===== src/rtl/lsu_pkg.sv =====
// Shared types and constants for the AXI4 load/store unit.
// Latency: n/a (types, constants and pure functions only).
// Backpressure: n/a.
package lsu_pkg;

    typedef enum logic [2:0] {
        ST_IDLE,
        ST_WR_REQ,
        ST_WR_RESP,
        ST_RD_ADDR,
        ST_RD_DATA,
        ST_RESP
    } state_e;

    typedef enum logic [1:0] {
        SZ_B = 2'd0,
        SZ_H = 2'd1,
        SZ_W = 2'd2,
        SZ_D = 2'd3
    } size_e;

    typedef enum logic [1:0] {
        ERR_OK       = 2'd0,
        ERR_MISALIGN = 2'd1,
        ERR_BUS      = 2'd2,
        ERR_ID       = 2'd3
    } err_e;

    localparam logic [1:0] BURST_INCR = 2'b01;
    localparam logic [1:0] RESP_OKAY  = 2'b00;

    // An access must sit on its natural boundary; dword needs a 64-bit core.
    function automatic logic is_misaligned(input logic [2:0] addr_lo,
                                           input logic [1:0] size,
                                           input logic       dword_ok);
        logic [2:0] mask;
        case (size)
            SZ_B:    mask = 3'b000;
            SZ_H:    mask = 3'b001;
            SZ_W:    mask = 3'b011;
            default: mask = 3'b111;
        endcase
        return ((addr_lo & mask) != 3'b000) || ((size == SZ_D) && !dword_ok);
    endfunction

    // A bus error outranks an ID mismatch.
    function automatic err_e resp_to_err(input logic [1:0] resp, input logic id_ok);
        if (resp != RESP_OKAY) return ERR_BUS;
        if (!id_ok)            return ERR_ID;
        return ERR_OK;
    endfunction

endpackage


===== src/rtl/lsu_axi_master_if.sv =====
// AXI4 single-beat channel bundle between the LSU and the crossbar.
// Latency: none, wires only.
// Backpressure: standard AXI valid/ready on every channel.
interface lsu_axi_master_if #(
    parameter int ADDR_W = 32,
    parameter int BUS_W  = 32,
    parameter int ID_W   = 4
) ();
    logic              awvalid;
    logic              awready;
    logic [ADDR_W-1:0] awaddr;
    logic [ID_W-1:0]   awid;
    logic [7:0]        awlen;
    logic [2:0]        awsize;
    logic [1:0]        awburst;

    logic               wvalid;
    logic               wready;
    logic [BUS_W-1:0]   wdata;
    logic [BUS_W/8-1:0] wstrb;
    logic               wlast;

    logic            bvalid;
    logic            bready;
    logic [1:0]      bresp;
    logic [ID_W-1:0] bid;

    logic              arvalid;
    logic              arready;
    logic [ADDR_W-1:0] araddr;
    logic [ID_W-1:0]   arid;
    logic [7:0]        arlen;
    logic [2:0]        arsize;
    logic [1:0]        arburst;

    logic             rvalid;
    logic             rready;
    logic [BUS_W-1:0] rdata;
    logic [1:0]       rresp;
    logic [ID_W-1:0]  rid;
    logic             rlast;

    modport master (
        output awvalid, awaddr, awid, awlen, awsize, awburst, input awready,
        output wvalid, wdata, wstrb, wlast, input wready,
        input  bvalid, bresp, bid, output bready,
        output arvalid, araddr, arid, arlen, arsize, arburst, input arready,
        input  rvalid, rdata, rresp, rid, rlast, output rready
    );

    modport slave (
        input  awvalid, awaddr, awid, awlen, awsize, awburst, output awready,
        input  wvalid, wdata, wstrb, wlast, output wready,
        output bvalid, bresp, bid, input bready,
        input  arvalid, araddr, arid, arlen, arsize, arburst, output arready,
        output rvalid, rdata, rresp, rid, rlast, input rready
    );
endinterface


===== src/rtl/lsu_lane_align.sv =====
// Byte-lane steering: store data/strobe placement and load extract + extend.
// Latency: combinational.
// Backpressure: none.
module lsu_lane_align #(
    parameter  int XLEN  = 32,
    parameter  int BUS_W = 32,
    localparam int NB    = BUS_W / 8,
    localparam int OFF_W = $clog2(NB)
) (
    input  logic [OFF_W-1:0] st_off,
    input  logic [1:0]       st_size,
    input  logic [XLEN-1:0]  st_wdata,
    output logic [BUS_W-1:0] st_data,
    output logic [NB-1:0]    st_strb,
    input  logic [OFF_W-1:0] ld_off,
    input  logic [1:0]       ld_size,
    input  logic             ld_unsigned,
    input  logic [BUS_W-1:0] ld_rdata,
    output logic [XLEN-1:0]  ld_data
);
    int               st_bytes;
    int               ld_bits;
    logic             ld_sign;
    logic [BUS_W-1:0] ld_shift;

    assign st_data  = BUS_W'(st_wdata) << {st_off, 3'b000};
    assign ld_shift = ld_rdata >> {ld_off, 3'b000};

    // Enable the contiguous run of byte lanes covered by the store.
    always_comb begin
        st_bytes = 1 << st_size;
        st_strb  = '0;
        for (int i = 0; i < NB; i++) begin
            st_strb[i] = (i >= int'(st_off)) && (i < int'(st_off) + st_bytes);
        end
    end

    // Keep the access-sized low bits, fill the rest with zero or the sign bit.
    always_comb begin
        ld_bits = 8 << ld_size;
        ld_sign = 1'b0;
        ld_data = '0;
        for (int i = 0; i < BUS_W; i++) begin
            if (i == ld_bits - 1) ld_sign = ld_shift[i];
        end
        for (int i = 0; i < XLEN; i++) begin
            ld_data[i] = (i < ld_bits) ? ld_shift[i] : (ld_unsigned ? 1'b0 : ld_sign);
        end
    end
endmodule


===== src/rtl/lsu_axi_master.sv =====
// AXI4 load/store unit: one outstanding single-beat access, sub-word lanes, error codes.
// Latency: accept T0, address phase T1, data/resp beat T2, resp_valid T3 at zero wait.
// Backpressure: req_ready only in IDLE; response held until resp_ready; AXI valids held to handshake.
module lsu_axi_master
    import lsu_pkg::*;
#(
    parameter int ADDR_W = 32,
    parameter int XLEN   = 32,
    parameter int BUS_W  = 32,
    parameter int ID_W   = 4
) (
    input  logic              clock,
    input  logic              reset,
    input  logic              req_valid,
    output logic              req_ready,
    input  logic [ADDR_W-1:0] req_addr,
    input  logic              req_wen,
    input  logic [1:0]        req_size,
    input  logic              req_unsigned,
    input  logic [XLEN-1:0]   req_wdata,
    output logic              resp_valid,
    input  logic              resp_ready,
    output logic [XLEN-1:0]   resp_rdata,
    output logic [1:0]        resp_err,
    lsu_axi_master_if.master  axi
);
    localparam int NB    = BUS_W / 8;
    localparam int OFF_W = $clog2(NB);

    state_e            state_q, state_d;
    logic [ID_W-1:0]   id_q;
    logic [ADDR_W-1:0] addr_q;
    logic [1:0]        size_q;
    logic              uns_q;
    logic [BUS_W-1:0]  wdata_q;
    logic [NB-1:0]     wstrb_q;
    logic              aw_done, w_done;
    logic [XLEN-1:0]   rdata_q;
    err_e              err_q;

    logic              accept, misaligned, aw_fire, w_fire;
    logic              issue_aw, issue_w, issue_ar, take_b, take_r, resp_pend, idle_rdy;
    logic [BUS_W-1:0]  st_data;
    logic [NB-1:0]     st_strb;
    logic [XLEN-1:0]   ld_data;
    logic              unused_rlast;

    lsu_lane_align #(.XLEN(XLEN), .BUS_W(BUS_W)) u_align (
        .st_off      (req_addr[OFF_W-1:0]),
        .st_size     (req_size),
        .st_wdata    (req_wdata),
        .st_data     (st_data),
        .st_strb     (st_strb),
        .ld_off      (addr_q[OFF_W-1:0]),
        .ld_size     (size_q),
        .ld_unsigned (uns_q),
        .ld_rdata    (axi.rdata),
        .ld_data     (ld_data)
    );

    assign misaligned   = is_misaligned(req_addr[2:0], req_size, XLEN == 64);
    assign accept       = req_valid && idle_rdy;
    assign aw_fire      = issue_aw && axi.awready;
    assign w_fire       = issue_w && axi.wready;
    assign unused_rlast = axi.rlast;

    assign req_ready   = idle_rdy;
    assign resp_valid  = resp_pend;
    assign resp_rdata  = rdata_q;
    assign resp_err    = err_q;
    assign axi.awvalid = issue_aw;
    assign axi.wvalid  = issue_w;
    assign axi.bready  = take_b;
    assign axi.arvalid = issue_ar;
    assign axi.rready  = take_r;

    assign axi.awaddr  = addr_q;
    assign axi.awid    = id_q;
    assign axi.awlen   = 8'd0;
    assign axi.awsize  = {1'b0, size_q};
    assign axi.awburst = BURST_INCR;
    assign axi.wdata   = wdata_q;
    assign axi.wstrb   = wstrb_q;
    assign axi.wlast   = 1'b1;
    assign axi.araddr  = addr_q;
    assign axi.arid    = id_q;
    assign axi.arlen   = 8'd0;
    assign axi.arsize  = {1'b0, size_q};
    assign axi.arburst = BURST_INCR;

    // State register; reset abandons any transaction in flight.
    always_ff @(posedge clock) begin
        if (reset) state_q <= ST_IDLE;
        else       state_q <= state_d;
    end

    // Next state and handshake outputs; all handshakes are forced low while in reset.
    always_comb begin
        state_d   = state_q;
        idle_rdy  = 1'b0;
        issue_aw  = 1'b0;
        issue_w   = 1'b0;
        take_b    = 1'b0;
        issue_ar  = 1'b0;
        take_r    = 1'b0;
        resp_pend = 1'b0;
        case (state_q)
            ST_IDLE: begin
                idle_rdy = 1'b1;
                if (req_valid) begin
                    if (misaligned)   state_d = ST_RESP;
                    else if (req_wen) state_d = ST_WR_REQ;
                    else              state_d = ST_RD_ADDR;
                end
            end
            ST_WR_REQ: begin
                issue_aw = !aw_done;
                issue_w  = !w_done;
                if ((aw_done || aw_fire) && (w_done || w_fire)) state_d = ST_WR_RESP;
            end
            ST_WR_RESP: begin
                take_b = 1'b1;
                if (axi.bvalid) state_d = ST_RESP;
            end
            ST_RD_ADDR: begin
                issue_ar = 1'b1;
                if (axi.arready) state_d = ST_RD_DATA;
            end
            ST_RD_DATA: begin
                take_r = 1'b1;
                if (axi.rvalid) state_d = ST_RESP;
            end
            ST_RESP: begin
                resp_pend = 1'b1;
                if (resp_ready) state_d = ST_IDLE;
            end
            default: state_d = ST_IDLE;
        endcase
        if (reset) begin
            idle_rdy  = 1'b0;
            issue_aw  = 1'b0;
            issue_w   = 1'b0;
            take_b    = 1'b0;
            issue_ar  = 1'b0;
            take_r    = 1'b0;
            resp_pend = 1'b0;
        end
    end

    // Request capture, per-channel write progress, and response data/error.
    always_ff @(posedge clock) begin
        if (reset) begin
            id_q    <= '0;
            addr_q  <= '0;
            size_q  <= 2'b00;
            uns_q   <= 1'b0;
            wdata_q <= '0;
            wstrb_q <= '0;
            aw_done <= 1'b0;
            w_done  <= 1'b0;
            rdata_q <= '0;
            err_q   <= ERR_OK;
        end else begin
            case (state_q)
                ST_IDLE: if (accept) begin
                    id_q    <= id_q + 1'b1;
                    addr_q  <= req_addr;
                    size_q  <= req_size;
                    uns_q   <= req_unsigned;
                    aw_done <= 1'b0;
                    w_done  <= 1'b0;
                    rdata_q <= '0;
                    err_q   <= misaligned ? ERR_MISALIGN : ERR_OK;
                    if (req_wen) begin
                        wdata_q <= st_data;
                        wstrb_q <= st_strb;
                    end
                end
                ST_WR_REQ: begin
                    if (aw_fire) aw_done <= 1'b1;
                    if (w_fire)  w_done  <= 1'b1;
                end
                ST_WR_RESP: if (axi.bvalid) err_q <= resp_to_err(axi.bresp, axi.bid == id_q);
                ST_RD_DATA: if (axi.rvalid) begin
                    rdata_q <= ld_data;
                    err_q   <= resp_to_err(axi.rresp, axi.rid == id_q);
                end
                default: ;
            endcase
        end
    end
endmodule


===== src/flat_wrapper.sv =====
// flat-port wrapper written by rule: the top's interface ports become plain ports
module lsu_axi_master_flat import lsu_pkg::*;
#(
    parameter int ADDR_W = 32,
    parameter int XLEN   = 32,
    parameter int BUS_W  = 32,
    parameter int ID_W   = 4
)
  (clock, reset, req_valid, req_ready, req_addr, req_wen, req_size, req_unsigned, req_wdata, resp_valid, resp_ready, resp_rdata, resp_err, axi_awvalid, axi_awaddr, axi_awid, axi_awlen, axi_awsize, axi_awburst, axi_awready, axi_wvalid, axi_wdata, axi_wstrb, axi_wlast, axi_wready, axi_bvalid, axi_bresp, axi_bid, axi_bready, axi_arvalid, axi_araddr, axi_arid, axi_arlen, axi_arsize, axi_arburst, axi_arready, axi_rvalid, axi_rdata, axi_rresp, axi_rid, axi_rlast, axi_rready);
  lsu_axi_master_if #(.ADDR_W(ADDR_W), .BUS_W(BUS_W), .ID_W(ID_W)) axi_i ();
  input  logic clock;
  input  logic reset;
  input  logic req_valid;
  output logic req_ready;
  input  logic [ADDR_W-1:0] req_addr;
  input  logic req_wen;
  input  logic [1:0] req_size;
  input  logic req_unsigned;
  input  logic [XLEN-1:0] req_wdata;
  output logic resp_valid;
  input  logic resp_ready;
  output logic [XLEN-1:0] resp_rdata;
  output logic [1:0] resp_err;
  output wire logic [$bits(axi_i.awvalid)-1:0] axi_awvalid;
  output wire logic [$bits(axi_i.awaddr)-1:0] axi_awaddr;
  output wire logic [$bits(axi_i.awid)-1:0] axi_awid;
  output wire logic [$bits(axi_i.awlen)-1:0] axi_awlen;
  output wire logic [$bits(axi_i.awsize)-1:0] axi_awsize;
  output wire logic [$bits(axi_i.awburst)-1:0] axi_awburst;
  input wire logic [$bits(axi_i.awready)-1:0] axi_awready;
  output wire logic [$bits(axi_i.wvalid)-1:0] axi_wvalid;
  output wire logic [$bits(axi_i.wdata)-1:0] axi_wdata;
  output wire logic [$bits(axi_i.wstrb)-1:0] axi_wstrb;
  output wire logic [$bits(axi_i.wlast)-1:0] axi_wlast;
  input wire logic [$bits(axi_i.wready)-1:0] axi_wready;
  input wire logic [$bits(axi_i.bvalid)-1:0] axi_bvalid;
  input wire logic [$bits(axi_i.bresp)-1:0] axi_bresp;
  input wire logic [$bits(axi_i.bid)-1:0] axi_bid;
  output wire logic [$bits(axi_i.bready)-1:0] axi_bready;
  output wire logic [$bits(axi_i.arvalid)-1:0] axi_arvalid;
  output wire logic [$bits(axi_i.araddr)-1:0] axi_araddr;
  output wire logic [$bits(axi_i.arid)-1:0] axi_arid;
  output wire logic [$bits(axi_i.arlen)-1:0] axi_arlen;
  output wire logic [$bits(axi_i.arsize)-1:0] axi_arsize;
  output wire logic [$bits(axi_i.arburst)-1:0] axi_arburst;
  input wire logic [$bits(axi_i.arready)-1:0] axi_arready;
  input wire logic [$bits(axi_i.rvalid)-1:0] axi_rvalid;
  input wire logic [$bits(axi_i.rdata)-1:0] axi_rdata;
  input wire logic [$bits(axi_i.rresp)-1:0] axi_rresp;
  input wire logic [$bits(axi_i.rid)-1:0] axi_rid;
  input wire logic [$bits(axi_i.rlast)-1:0] axi_rlast;
  output wire logic [$bits(axi_i.rready)-1:0] axi_rready;
  assign axi_awvalid = axi_i.awvalid;
  assign axi_awaddr = axi_i.awaddr;
  assign axi_awid = axi_i.awid;
  assign axi_awlen = axi_i.awlen;
  assign axi_awsize = axi_i.awsize;
  assign axi_awburst = axi_i.awburst;
  assign axi_i.awready = axi_awready;
  assign axi_wvalid = axi_i.wvalid;
  assign axi_wdata = axi_i.wdata;
  assign axi_wstrb = axi_i.wstrb;
  assign axi_wlast = axi_i.wlast;
  assign axi_i.wready = axi_wready;
  assign axi_i.bvalid = axi_bvalid;
  assign axi_i.bresp = axi_bresp;
  assign axi_i.bid = axi_bid;
  assign axi_bready = axi_i.bready;
  assign axi_arvalid = axi_i.arvalid;
  assign axi_araddr = axi_i.araddr;
  assign axi_arid = axi_i.arid;
  assign axi_arlen = axi_i.arlen;
  assign axi_arsize = axi_i.arsize;
  assign axi_arburst = axi_i.arburst;
  assign axi_i.arready = axi_arready;
  assign axi_i.rvalid = axi_rvalid;
  assign axi_i.rdata = axi_rdata;
  assign axi_i.rresp = axi_rresp;
  assign axi_i.rid = axi_rid;
  assign axi_i.rlast = axi_rlast;
  assign axi_rready = axi_i.rready;
  lsu_axi_master #(.ADDR_W(ADDR_W), .XLEN(XLEN), .BUS_W(BUS_W), .ID_W(ID_W)) u_core (.clock(clock), .reset(reset), .req_valid(req_valid), .req_ready(req_ready), .req_addr(req_addr), .req_wen(req_wen), .req_size(req_size), .req_unsigned(req_unsigned), .req_wdata(req_wdata), .resp_valid(resp_valid), .resp_ready(resp_ready), .resp_rdata(resp_rdata), .resp_err(resp_err), .axi(axi_i));
endmodule

===== config.mk =====
export PLATFORM = sky130hd
export DESIGN_NAME = lsu_axi_master_flat
export DESIGN_NICKNAME = d
export VERILOG_FILES = /design/src/rtl/lsu_pkg.sv /design/src/rtl/lsu_axi_master_if.sv /design/src/rtl/lsu_lane_align.sv /design/src/rtl/lsu_axi_master.sv /design/src/flat_wrapper.sv
export SDC_FILE = /design/constraint.sdc
export NUM_CORES = 1
export LEC_CHECK = 0
export ABC_AREA = 0
export BUFFER_PORTS_ARGS = -buffer_cell sky130_fd_sc_hd__buf_2
export CELL_PAD_IN_SITES_DETAIL_PLACEMENT = 0
export CELL_PAD_IN_SITES_GLOBAL_PLACEMENT = 1
export CORE_MARGIN = 1.5
export CORE_UTILIZATION = 30
export DETAILED_ROUTE_END_ITERATION = 7
export PLACE_DENSITY = 0.85
export SYNTH_ARGS = -nofsm -noshare
export SYNTH_HDL_FRONTEND = slang
export SYNTH_HIERARCHICAL = 1
export SYNTH_SLANG_ARGS = --single-unit

===== constraint.sdc =====
create_clock -name clock -period 2.25 [get_ports clock]
set_input_delay 0.45 -clock clock [delete_from_list [all_inputs] [get_ports clock]]
set_output_delay 0.45 -clock clock [all_outputs]
set_load 0.05 [all_outputs]

==> results.md <==
- Die Wd: 148 um
- Min-Delay Path Depth: 3
- Crit path launch type: flop
- GR Util All Layers: 0.179
- Pwr/cell area: around 1200 nW/um^2
- Number of max-cap violations: 0
- Critical Path Sink: axi_rready
- Drt pass-1 iters: 5
- Vias: around 6,200
- Sink Count: ~110
- Crit path arrival time: 1.66 ns
- Vias in the first global route: 5,638
- WL final: ~20,000 um
- CP startpoint: u_core/state_q[0]$_SDFFE_PP0P_
- Area grow syn2layout: 31.8%
- Sequential power share: 0.270
- Routed len/inst: between 15 and 20 um
- Reg2Reg Depth: 6
- Critical Path Sink Type: output port
- Global route overflow: 0
- Fill count: between 2,000 and 2,500
- Antenna violations before repair: 2
- Status: complete, no violations
- Row count: 52
- Port Buffer Count: 273
- Detailed placement HPWL: 14,200 um
- Reg-to-Reg End: u_core/resp_rdata[13]$_SDFFE_PP0P_
- RSZ-0062 raised after global routing: no
- Top-area cell type share of the netlist area: 0.364
- Vias per std cell: 4.87
- P_leak: 3.91 nW
- DRC Markers: 0
- Flop-to-flop setup slack: 0.35 ns
- Final Hold Viols: 0
- Largest net degree at the start of global routing: 64
- Max-slew violations: 0
- Antenna-violating nets left: 0
- Final TNS setup: 0 ns
- Prevailing post-synth register cell: dfxtp_1
- Top cells by area, synth: dfxtp_1 36%, nand2_1 9.6%, buf_4 7.8%
- Worst slew margin: 0.581
- EDFF count, synth: 0
- Worst Skew: 0.0108 ns
- Share of layout cells above drive strength 1: 0.348
- Worst Path Required: 1.80 ns
- Switching share of power: 0.437
- Clock network power share: 0.303
- Max clock buf depth: 2
- Worst hold path class: primary input to flop
- Area leader, netlist: dfxtp_1
- Worst skew pair latency: 0.41 ns
- Flop and latch count out of synthesis: 114
- Cells after synthesis: 780
- Final period util: 0.936
- Sw Pwr: between 4 and 5 mW
- Final setup fails: 0
- Synth Warn #: 6
- Internal Power: 5.54 mW
- Initial Utilization: 0.308
- Syn_area_per_cell: 8.03 um^2
- Hold_buf cts: 0
- Die area: 21,800 um^2
- Die height: 148 um
- Max Freq: 475 MHz
- TritonCTS clock tree: built
- Nets: 1,126
- Overall power: 9.82 mW
- Clk Tree Root Cell: clkbuf_16
- Worst VDD drop: 587 uV
- FF-to-FF Start: u_core/axi.araddr[0]$_SDFFE_PP0P_
- Ports: between 200 and 300
- Hold_ws: 0.220 ns
- Initial DRC Count: 327
- Post-synthesis sequential area ratio: 0.364
- Comb pwr share: 0.427
- Cell variety after synth: between 60 and 70
- Syn Std Cell Area: 6270 um^2
- Worst-path clk slew: 0.06 ns
- Setup CP Type: flop to output port
- Num CTS Buffers: 17
- Slew @ Worst Pin: 0.629 ns
- Post-route minimum period: 2.11 ns
- H-Tree Depth: 4
- Core region area: 20,400 um^2
- Post-synth ARST share: 0
- CP max FO: 9
- Placer Congestion: 0.878
- First-pass GRT wire length: 30,500 um
## worst max-delay path, stage by stage (launching register included)
cell and delay (ns):
dfxtp_2 0.40, buf_4 0.18, nor2_1 0.09, nand2_1 0.08, nor2_1 0.19, buf_2 0.30
## layout make-up
type                    instances  area [um^2]  share of cell area
well taps                     270          338              0.0409
flip-flops and latches        114         2290               0.277
clock buffers                  23          498              0.0603
multi-input cells             560         3360               0.407
repair buffers                298         1590               0.193
diodes                          1         2.50            0.000303
clock inverters                 8          149              0.0180
inverters                       8         30.0             0.00364
## per-stage QoR
stage	utilization	instance area, um^2	std cells	worst slack [ns]
floorplan	-	6380	802	-0.219
global placement	0.373	7600	1249	0.105
finish	0.406	8260	1282	0.143
detailed placement	0.373	7600	1249	0.108
global route	0.406	8260	1282	0.0637
CTS	0.405	8260	1281	0.00639
## metal layers
metal	global-route usage	wire, um	vias up
met4	0.0575	357	2
met5	0	7	-
li1	-	-	3046
met2	0.301	9620	284
met1	0.226	8590	2889
met3	0.0417	1370	27
## flip-flops by register name, summed over array words and instances (netlist names), 2 cells and up
signal,count
u_core/axi.araddr,32
u_core/axi.arid,4
u_core/axi.wdata,32
u_core/axi.wstrb,4
u_core/resp_err,2
u_core/resp_rdata,32
u_core/size_q,2
u_core/state_q,3
## Yosys cell counts, types with 3 or more instances
| cell type | count |
|---|---|
| nand2_1 | 160 |
| dfxtp_1 | 114 |
| buf_4 | 65 |
| a21oi_1 | 59 |
| nor2_1 | 54 |
| clkbuf_1 | 37 |
| nand3b_1 | 37 |
| a22oi_1 | 33 |
| mux2i_1 | 31 |
| nor2b_1 | 18 |
| a211oi_1 | 15 |
| o21ai_1 | 14 |
| buf_2 | 12 |
| and2_1 | 10 |
| o22ai_1 | 10 |
| inv_1 | 8 |
| a2bb2oi_1 | 7 |
| o2bb2ai_1 | 7 |
| nand2b_1 | 6 |
| xor2_1 | 6 |
| nor3_1 | 5 |
| xnor2_1 | 5 |
| buf_1 | 4 |
| ha_1 | 4 |
| nor4_1 | 4 |
| conb_1 | 3 |
| mux4_2 | 3 |
| nand3_1 | 3 |
| nor4b_1 | 3 |
| o21bai_1 | 3 |
| o221a_2 | 3 |
## timing repair
item                       in CTS  in global routing
setup buffers                   1                  0
pin swaps                       1                  0
setup endpoints to repair       2                  6
resized for setup               1                  2
## power by group through the flow
stage / Sequential, mW / Clock (mW) / Combinational (mW)
2_1_floorplan: 3.43 / 0 / 2.57
3_3_place_gp: 2.68 / 0 / 4.16
3_5_place_dp: 2.68 / 0 / 4.19
4_1_cts: 2.65 / 3.06 / 4.21
5_1_grt: 2.71 / 3.16 / 4.45
6_report: 2.66 / 2.98 / 4.19
## how the worst min path moves through the flow
| stage | from | endpoint | slack (ns) |
|---|---|---|---|
| 3_3_place_gp | u_core/axi.wdata[12]$_SDFFE_PP0P_ | u_core/axi.wdata[12]$_SDFFE_PP0P_ | 0.44 |
| 4_1_cts | req_addr[19] | u_core/axi.araddr[19]$_SDFFE_PP0P_ | 0.20 |
| 6_report | req_addr[8] | u_core/axi.araddr[8]$_SDFFE_PP0P_ | 0.22 |
| 5_1_grt | req_addr[11] | u_core/axi.araddr[11]$_SDFFE_PP0P_ | 0.20 |
| 3_5_place_dp | u_core/axi.wdata[1]$_SDFFE_PP0P_ | u_core/axi.wdata[1]$_SDFFE_PP0P_ | 0.44 |
| 2_1_floorplan | u_core/uns_q$_SDFFE_PP0P_ | u_core/uns_q$_SDFFE_PP0P_ | 0.47 |
## layout by cell type, fill, tap and decap left out, drive strengths merged, types with 6 or more instances in the layout
cell type  synthesis  layout
buf               83     298
nand2            160     160
dfxtp            114     114
a21oi             59      59
nor2              54      54
nand3b            37      37
a22oi             33      33
mux2i             31      31
conb               3      25
clkbuf            37      23
nor2b             18      18
a211oi            15      15
o21ai             14      14
o22ai             11      11
and2              10      10
inv                8       8
a2bb2oi            7       7
o2bb2ai            7       7
nand2b             7       7
xor2               6       6
## logic make-up after synthesis
group                    after synthesis  share of synthesized area
AND/OR/NAND/NOR                      316                      0.244
AO/OA/AOI/OAI                        167                      0.179
buffers and inverters                128                      0.120
flip-flops                           114                      0.364
multiplexers                          36                     0.0639
XOR/XNOR                              11                     0.0154
adder cells (fa/ha/maj)                5                     0.0112
other                                  3                    0.00180
(Power assumes the default switching activity.)
